[src/rtl/sakebi_fcs_stream_if.sv]
// AXI-Stream beat bundle (TVALID/TREADY/TDATA/TKEEP/TLAST) shared by the FCS engine's input and output ports.
interface sakebi_fcs_stream_if #(
   parameter int DATA_BYTES = 1
);
   logic                      TVALID;
   logic                      TREADY;
   logic [8*DATA_BYTES-1:0]   TDATA;
   logic [DATA_BYTES-1:0]     TKEEP;
   logic                      TLAST;

   modport master (
      output TVALID,
      output TDATA,
      output TKEEP,
      output TLAST,
      input  TREADY
   );

   modport slave (
      input  TVALID,
      input  TDATA,
      input  TKEEP,
      input  TLAST,
      output TREADY
   );
endinterface

[src/rtl/sakebi_fcs_stream.sv]
// Inline Ethernet FCS (reflected CRC-32) engine: one-register AXI-Stream pass-through plus a held FCS/length result.
// Define SAKEBI_FCS_CHECK_EN to add the o_fcs_ok residue-check output for RX use.
module sakebi_fcs_stream #(
   parameter int          DATA_BYTES = 1,
   parameter logic [31:0] CRC_POLY   = 32'h04C11DB7,
   parameter logic [31:0] CRC_INIT   = 32'hFFFFFFFF,
   parameter int          LEN_WIDTH  = 16
) (
   input  logic                 i_axis_ACLK,
   input  logic                 i_axis_ARESETn,
   sakebi_fcs_stream_if.slave   s_axis,
   sakebi_fcs_stream_if.master  m_axis,
   output logic                 o_fcs_TVALID,
   input  logic                 i_fcs_TREADY,
   output logic [31:0]          o_fcs_TDATA,
   output logic [LEN_WIDTH-1:0] o_fcs_TUSER
`ifdef SAKEBI_FCS_CHECK_EN
   ,
   output logic                 o_fcs_ok
`endif
);

   localparam int TW = 8 * DATA_BYTES;
   localparam int KW = $clog2(DATA_BYTES + 1);

   localparam logic [0:0] ST_IDLE = 1'b0;
   localparam logic [0:0] ST_BODY = 1'b1;

   function automatic logic [31:0] reflect32(input logic [31:0] v);
      logic [31:0] r;
      for (int i = 0; i < 32; i++) r[i] = v[31-i];
      return r;
   endfunction

   localparam logic [31:0] POLY_REF = reflect32(CRC_POLY);

`ifdef SAKEBI_FCS_CHECK_EN
   localparam logic [31:0] RESIDUE = 32'hDEBB20E3;
`endif

   // One byte folded LSB-first into the reflected register.
   function automatic logic [31:0] crc_byte(input logic [31:0] crc, input logic [7:0] b);
      logic [31:0] c;
      c = crc ^ {24'h0, b};
      for (int i = 0; i < 8; i++) c = c[0] ? ((c >> 1) ^ POLY_REF) : (c >> 1);
      return c;
   endfunction

   function automatic logic [LEN_WIDTH-1:0] sat_add(input logic [LEN_WIDTH-1:0] a, input logic [KW-1:0] n);
      logic [LEN_WIDTH:0] s;
      s = {1'b0, a} + {{(LEN_WIDTH + 1 - KW){1'b0}}, n};
      return s[LEN_WIDTH] ? {LEN_WIDTH{1'b1}} : s[LEN_WIDTH-1:0];
   endfunction

   logic [0:0]           state_p0;
   logic [31:0]          crc_p0;
   logic [LEN_WIDTH-1:0] cnt_p0;

   logic                 vld_p1;
   logic [TW-1:0]        tdata_p1;
   logic [DATA_BYTES-1:0] tkeep_p1;
   logic                 tlast_p1;

   logic                 fcs_vld_p1;
   logic [31:0]          fcs_data_p1;
   logic [LEN_WIDTH-1:0] fcs_len_p1;
`ifdef SAKEBI_FCS_CHECK_EN
   logic                 fcs_ok_p1;
`endif

   logic                 last_stall;
   logic                 s_ready;
   logic                 accept;
   logic [31:0]          crc_nxt;
   logic [KW-1:0]        kept;
   logic [LEN_WIDTH-1:0] cnt_nxt;

   // A last beat may only enter once the previous result slot is free (or being freed).
   assign last_stall    = s_axis.TLAST && fcs_vld_p1 && !i_fcs_TREADY;
   assign s_ready       = (!vld_p1 || m_axis.TREADY) && !last_stall;
   assign s_axis.TREADY = s_ready;
   assign accept        = s_axis.TVALID && s_ready;

   always_comb begin
      crc_nxt = (state_p0 == ST_IDLE) ? CRC_INIT : crc_p0;
      kept    = '0;
      for (int i = 0; i < DATA_BYTES; i++) begin
         if (s_axis.TKEEP[i]) begin
            crc_nxt = crc_byte(crc_nxt, s_axis.TDATA[8*i +: 8]);
            kept    = kept + KW'(1);
         end
      end
      cnt_nxt = sat_add((state_p0 == ST_IDLE) ? '0 : cnt_p0, kept);
   end

   // ---- p0: frame accumulation state ----
   always_ff @(posedge i_axis_ACLK) begin
      if (!i_axis_ARESETn) begin
         state_p0 <= ST_IDLE;
         crc_p0   <= CRC_INIT;
         cnt_p0   <= '0;
      end else if (accept) begin
         if (s_axis.TLAST) begin
            state_p0 <= ST_IDLE;
            crc_p0   <= CRC_INIT;
            cnt_p0   <= '0;
         end else begin
            state_p0 <= ST_BODY;
            crc_p0   <= crc_nxt;
            cnt_p0   <= cnt_nxt;
         end
      end
   end

   // ---- p1: pass-through register stage ----
   always_ff @(posedge i_axis_ACLK) begin
      if (!i_axis_ARESETn) begin
         vld_p1 <= 1'b0;
      end else if (accept) begin
         vld_p1 <= 1'b1;
      end else if (m_axis.TREADY) begin
         vld_p1 <= 1'b0;
      end
   end

   always_ff @(posedge i_axis_ACLK) begin
      if (accept) begin
         tdata_p1 <= s_axis.TDATA;
         tkeep_p1 <= s_axis.TKEEP;
         tlast_p1 <= s_axis.TLAST;
      end
   end

   // ---- p1: held FCS result; a fresh load overrides a same-cycle accept ----
   always_ff @(posedge i_axis_ACLK) begin
      if (!i_axis_ARESETn) begin
         fcs_vld_p1  <= 1'b0;
         fcs_data_p1 <= '0;
         fcs_len_p1  <= '0;
`ifdef SAKEBI_FCS_CHECK_EN
         fcs_ok_p1   <= 1'b0;
`endif
      end else if (accept && s_axis.TLAST) begin
         fcs_vld_p1  <= 1'b1;
         fcs_data_p1 <= ~crc_nxt;
         fcs_len_p1  <= cnt_nxt;
`ifdef SAKEBI_FCS_CHECK_EN
         fcs_ok_p1   <= (crc_nxt == RESIDUE);
`endif
      end else if (i_fcs_TREADY) begin
         fcs_vld_p1  <= 1'b0;
      end
   end

   assign m_axis.TVALID = vld_p1;
   assign m_axis.TDATA  = tdata_p1;
   assign m_axis.TKEEP  = tkeep_p1;
   assign m_axis.TLAST  = tlast_p1;

   assign o_fcs_TVALID  = fcs_vld_p1;
   assign o_fcs_TDATA   = fcs_data_p1;
   assign o_fcs_TUSER   = fcs_len_p1;
`ifdef SAKEBI_FCS_CHECK_EN
   assign o_fcs_ok      = fcs_ok_p1;
`endif

endmodule
[src/flat_wrapper.sv]
// flat-port wrapper written by rule: the top's interface ports become plain ports
module sakebi_fcs_stream_flat 
#(
   parameter int          DATA_BYTES = 1,
   parameter logic [31:0] CRC_POLY   = 32'h04C11DB7,
   parameter logic [31:0] CRC_INIT   = 32'hFFFFFFFF,
   parameter int          LEN_WIDTH  = 16
)
  (i_axis_ACLK, i_axis_ARESETn, o_fcs_TVALID, i_fcs_TREADY, o_fcs_TDATA, o_fcs_TUSER, s_axis_TVALID, s_axis_TDATA, s_axis_TKEEP, s_axis_TLAST, s_axis_TREADY, m_axis_TVALID, m_axis_TDATA, m_axis_TKEEP, m_axis_TLAST, m_axis_TREADY);
  sakebi_fcs_stream_if #(.DATA_BYTES(DATA_BYTES)) s_axis_i ();
  sakebi_fcs_stream_if #(.DATA_BYTES(DATA_BYTES)) m_axis_i ();
  input  logic i_axis_ACLK;
  input  logic i_axis_ARESETn;
  output logic o_fcs_TVALID;
  input  logic i_fcs_TREADY;
  output logic [31:0] o_fcs_TDATA;
  output logic [LEN_WIDTH-1:0] o_fcs_TUSER;
  input wire logic [$bits(s_axis_i.TVALID)-1:0] s_axis_TVALID;
  input wire logic [$bits(s_axis_i.TDATA)-1:0] s_axis_TDATA;
  input wire logic [$bits(s_axis_i.TKEEP)-1:0] s_axis_TKEEP;
  input wire logic [$bits(s_axis_i.TLAST)-1:0] s_axis_TLAST;
  output wire logic [$bits(s_axis_i.TREADY)-1:0] s_axis_TREADY;
  output wire logic [$bits(m_axis_i.TVALID)-1:0] m_axis_TVALID;
  output wire logic [$bits(m_axis_i.TDATA)-1:0] m_axis_TDATA;
  output wire logic [$bits(m_axis_i.TKEEP)-1:0] m_axis_TKEEP;
  output wire logic [$bits(m_axis_i.TLAST)-1:0] m_axis_TLAST;
  input wire logic [$bits(m_axis_i.TREADY)-1:0] m_axis_TREADY;
  assign s_axis_i.TVALID = s_axis_TVALID;
  assign s_axis_i.TDATA = s_axis_TDATA;
  assign s_axis_i.TKEEP = s_axis_TKEEP;
  assign s_axis_i.TLAST = s_axis_TLAST;
  assign s_axis_TREADY = s_axis_i.TREADY;
  assign m_axis_TVALID = m_axis_i.TVALID;
  assign m_axis_TDATA = m_axis_i.TDATA;
  assign m_axis_TKEEP = m_axis_i.TKEEP;
  assign m_axis_TLAST = m_axis_i.TLAST;
  assign m_axis_i.TREADY = m_axis_TREADY;
  sakebi_fcs_stream #(.DATA_BYTES(DATA_BYTES), .CRC_POLY(CRC_POLY), .CRC_INIT(CRC_INIT), .LEN_WIDTH(LEN_WIDTH)) u_core (.i_axis_ACLK(i_axis_ACLK), .i_axis_ARESETn(i_axis_ARESETn), .s_axis(s_axis_i), .m_axis(m_axis_i), .o_fcs_TVALID(o_fcs_TVALID), .i_fcs_TREADY(i_fcs_TREADY), .o_fcs_TDATA(o_fcs_TDATA), .o_fcs_TUSER(o_fcs_TUSER));
endmodule
[config.mk]
export PLATFORM = sky130hd
export DESIGN_NAME = sakebi_fcs_stream_flat
export DESIGN_NICKNAME = d
export VERILOG_FILES = /design/src/rtl/sakebi_fcs_stream_if.sv /design/src/rtl/sakebi_fcs_stream.sv /design/src/flat_wrapper.sv
export SDC_FILE = /design/constraint.sdc
export NUM_CORES = 1
export LEC_CHECK = 0
export BUFFER_PORTS_ARGS = -buffer_cell sky130_fd_sc_hd__buf_2
export CAP_MARGIN = 0
export CORE_MARGIN = 2
export CORE_UTILIZATION = 51
export DETAILED_ROUTE_END_ITERATION = 8
export GPL_TIMING_DRIVEN = 1
export PLACE_DENSITY = 0.72
export SKIP_CTS_REPAIR_TIMING = 1
export SLEW_MARGIN = 10
export SYNTH_ARGS = -nofsm -noshare
export SYNTH_HDL_FRONTEND = slang
export SYNTH_SLANG_ARGS = --single-unit
[constraint.sdc]
create_clock -name i_axis_ACLK -period 4.35 [get_ports i_axis_ACLK]
set_input_delay 0.2175 -clock i_axis_ACLK [delete_from_list [all_inputs] [get_ports i_axis_ACLK]]
set_output_delay 0.2175 -clock i_axis_ACLK [all_outputs]
set_load 0.03 [all_outputs]
==> out/qor.txt <==
Most frequent cells in the layout: 99 x dfxtp_1, 87 x nor2_1, 75 x buf_2
Final min period: 2.78 ns
Fin nets: 731
Final HPWL DP: 10700 µm
Fin. Hold Viols: 0
Syn_nets: 691
Critical Path RT: 4.64 ns
Crit start category: register
Setup TNS: 0 ns
Post-synth EDFFs: 10
Max Transition Viols Final: 0
Root buffer cell: clkbuf_16
Outcome: complete, no violations
Post-DR vias/cell: 5.91
Ys flop type: dfxtp_1
Largest family of logic cells by synthesized area: compound AO/OA/AOI/OAI gates
Synthesized flop and latch total: 109
Xor and xnor area share after synthesis: 17.2%
Die ar.: 12100 µm²
Worst min path class: input pin to register
Num CTS Buffers: 9
Per-cell routed wire length: 18.2 µm
Initial antenna violation count: 0
Post-route ant nets: 0
GRT Residual Overflow: 0
Leading cell type in the layout, fill and taps excluded: dfxtp_1
Sw Share: 31.1%
CTS tree: done
Final Setup Violations: 0
DRT Pass-1 Iters: 5
Placement Rows: 38
Gpl congestion: 0.927
Global-route wire length before repair: 24900 µm
Maximum clock rate: 0.360 GHz
Initial Utilization: 52.5%
Area share of fa/ha/maj cells after synthesis: 0.436%
Comb pwr share: 21.9%
CP endpoint kind: register
Worst VDD drop: 0.307 mV
Total GRT Usage: 27.0%
N_diodes: 0
Critical path class: register to register
Clk_lat worst skew: 0.36 ns
Crit-path max FO: 60
Ys Warns: 0
Post-synthesis sequential area ratio: 39.7%
Clock skew: 0.0129 ns
Mux cell area share after synthesis: 0.719%
Leakage power: 0.00246 µW
Period Utilization, post-route: 63.8%
H-tree levels: 3
Io pins: 76
Design internal power: 1680 µW
WHS Path Cells: 1
Reg power frac: 45.1%
Core box area: 10900 µm²
# clock sinks: 109
Slew @ Worst Pin: 0.861 ns
Post-synthesis compound-gate area fraction: 20.2%
Post-synthesis cell area: 5740 µm²
Largest net degree at the start of global routing: 61
Distinct cells, synth: 57
WP data arrival: 3.07 ns
Worst hold slack: 0.126 ns
Share of layout cells above drive strength 1: 15.3%
Post-Syn Instances: 674
Vias in the first global route: 4829
Power share of the clock group: 32.9%
Switching power: 757 µW
Total number of vias: 5077
DRT Wirelength: 15600 µm
Pwr Density: 380 nW/µm²
Layout fillers: 1007
Post-synthesis simple-gate area fraction: 17.1%
DRC Markers: 0
RSZ-0062 raised after global routing: false
Clk slew on worst S/H paths: 0.07 ns
Flop-to-flop setup slack: 1.57 ns
Die height: 110 µm
Iter 0 DRT Violations: 299
Relative slew slack: 42.6%
Area grow syn2layout: 11.7%
Avg Cell Area, Syn: 8.52 µm²
Input/output buffers: 75
# Max-Cap Violations: 0
CTS Buffer Depth: 2
Worst R2R Path Depth: 9
Ys async rst share: 0%
Die width: 110 µm
-- sequential cells by signal, indices dropped and copies added, names as in the netlist --
signal	flops
u_core.m_axis.TLAST	1
u_core.m_axis.TVALID	1
u_core.m_axis.TDATA	8
u_core.o_fcs_TVALID	1
u_core.crc_p0	32
u_core.o_fcs_TUSER	16
u_core.cnt_p0	16
u_core.state_p0	1
u_core.m_axis.TKEEP	1
u_core.o_fcs_TDATA	32
-- cell type report --
cell class | count | area (µm²) | area share, %
Clock buffer | 12 | 256 | 4.00
Timing Repair Buffer | 84 | 443 | 6.90
Tap cell | 140 | 175 | 2.73
Inverter | 9 | 33.8 | 0.527
Sequential cell | 109 | 2280 | 35.6
Multi-Input combinational cell | 501 | 3200 | 49.8
Clock inverter | 4 | 28.8 | 0.449
-- final timing paths --
check | startpoint | endpoint
worst min-delay path | s_axis_TLAST | u_core.m_axis.TLAST$_DFFE_PP_
worst min register to register | u_core.o_fcs_TUSER[2]$_SDFFE_PN0P_ | u_core.o_fcs_TUSER[2]$_SDFFE_PN0P_
worst max register to register | u_core.state_p0$_SDFFE_PN0P_ | u_core.cnt_p0[7]$_SDFFE_PN0P_
worst max-delay path | u_core.state_p0$_SDFFE_PN0P_ | u_core.cnt_p0[7]$_SDFFE_PN0P_
-- power groups by stage --
stage	logic, µW	registers, µW	clock network, µW
floorplan	330	1180	0
global placement	523	1120	0
detailed placement	528	1120	0
CTS	531	1100	818
global route	571	1100	856
finish	534	1100	802
-- layer usage --
metal / GRT usage, % / up-vias / part of all wire, %
li1: - / 2416 / -
met2: 43.1 / 167 / 46
met3: 6.76 / 28 / 6.5
met5: 0 / - / 0
met1: 35.6 / 2466 / 45
met4: 9.55 / 0 / 2.4
-- through the flow --
step	util, %	instance area (µm²)	total power [µW]	worst slack (ns)	cells
floorplan	-	5740	1510	1.35	674
global placement	56.1	6130	1640	1.70	843
detailed placement	56.1	6130	1650	1.64	843
CTS	58.7	6410	2450	1.60	859
global route	58.7	6410	2530	1.36	859
finish	58.7	6410	2430	1.57	859
-- worst max-delay path, stage by stage (launching register included) --
cell,delay [ns]
dfxtp_1,0.33
buf_4,0.51
and2_1,0.22
ha_1,0.16
ha_1,0.32
and3_1,0.25
and4_1,0.48
a21oi_1,0.12
a2bb2oi_1,0.18
nor2_1,0.13
-- cells in the mapped netlist (13+ instances only) --
cell       n  area share [%]
dfxtp_1   99              35
nor2_1    87             5.7
nand2_1   59             3.9
xnor2_1   58             8.8
a21oi_1   44             3.8
clkbuf_1  36             2.4
o21ai_0   33             2.9
xor2_1    24             3.7
a211oi_1  22             2.9
o22ai_1   22             2.4
nand2b_1  14             1.5
nor3_1    13             1.1
-- cells by family after synthesis --
family | count (synthesis)
fa+ha+maj | 2
simple gates | 219
flops | 109
mux | 4
buf+inv | 64
xor+xnor | 94
compound gates | 182
Note: power is estimated with default switching activity, not from simulation.
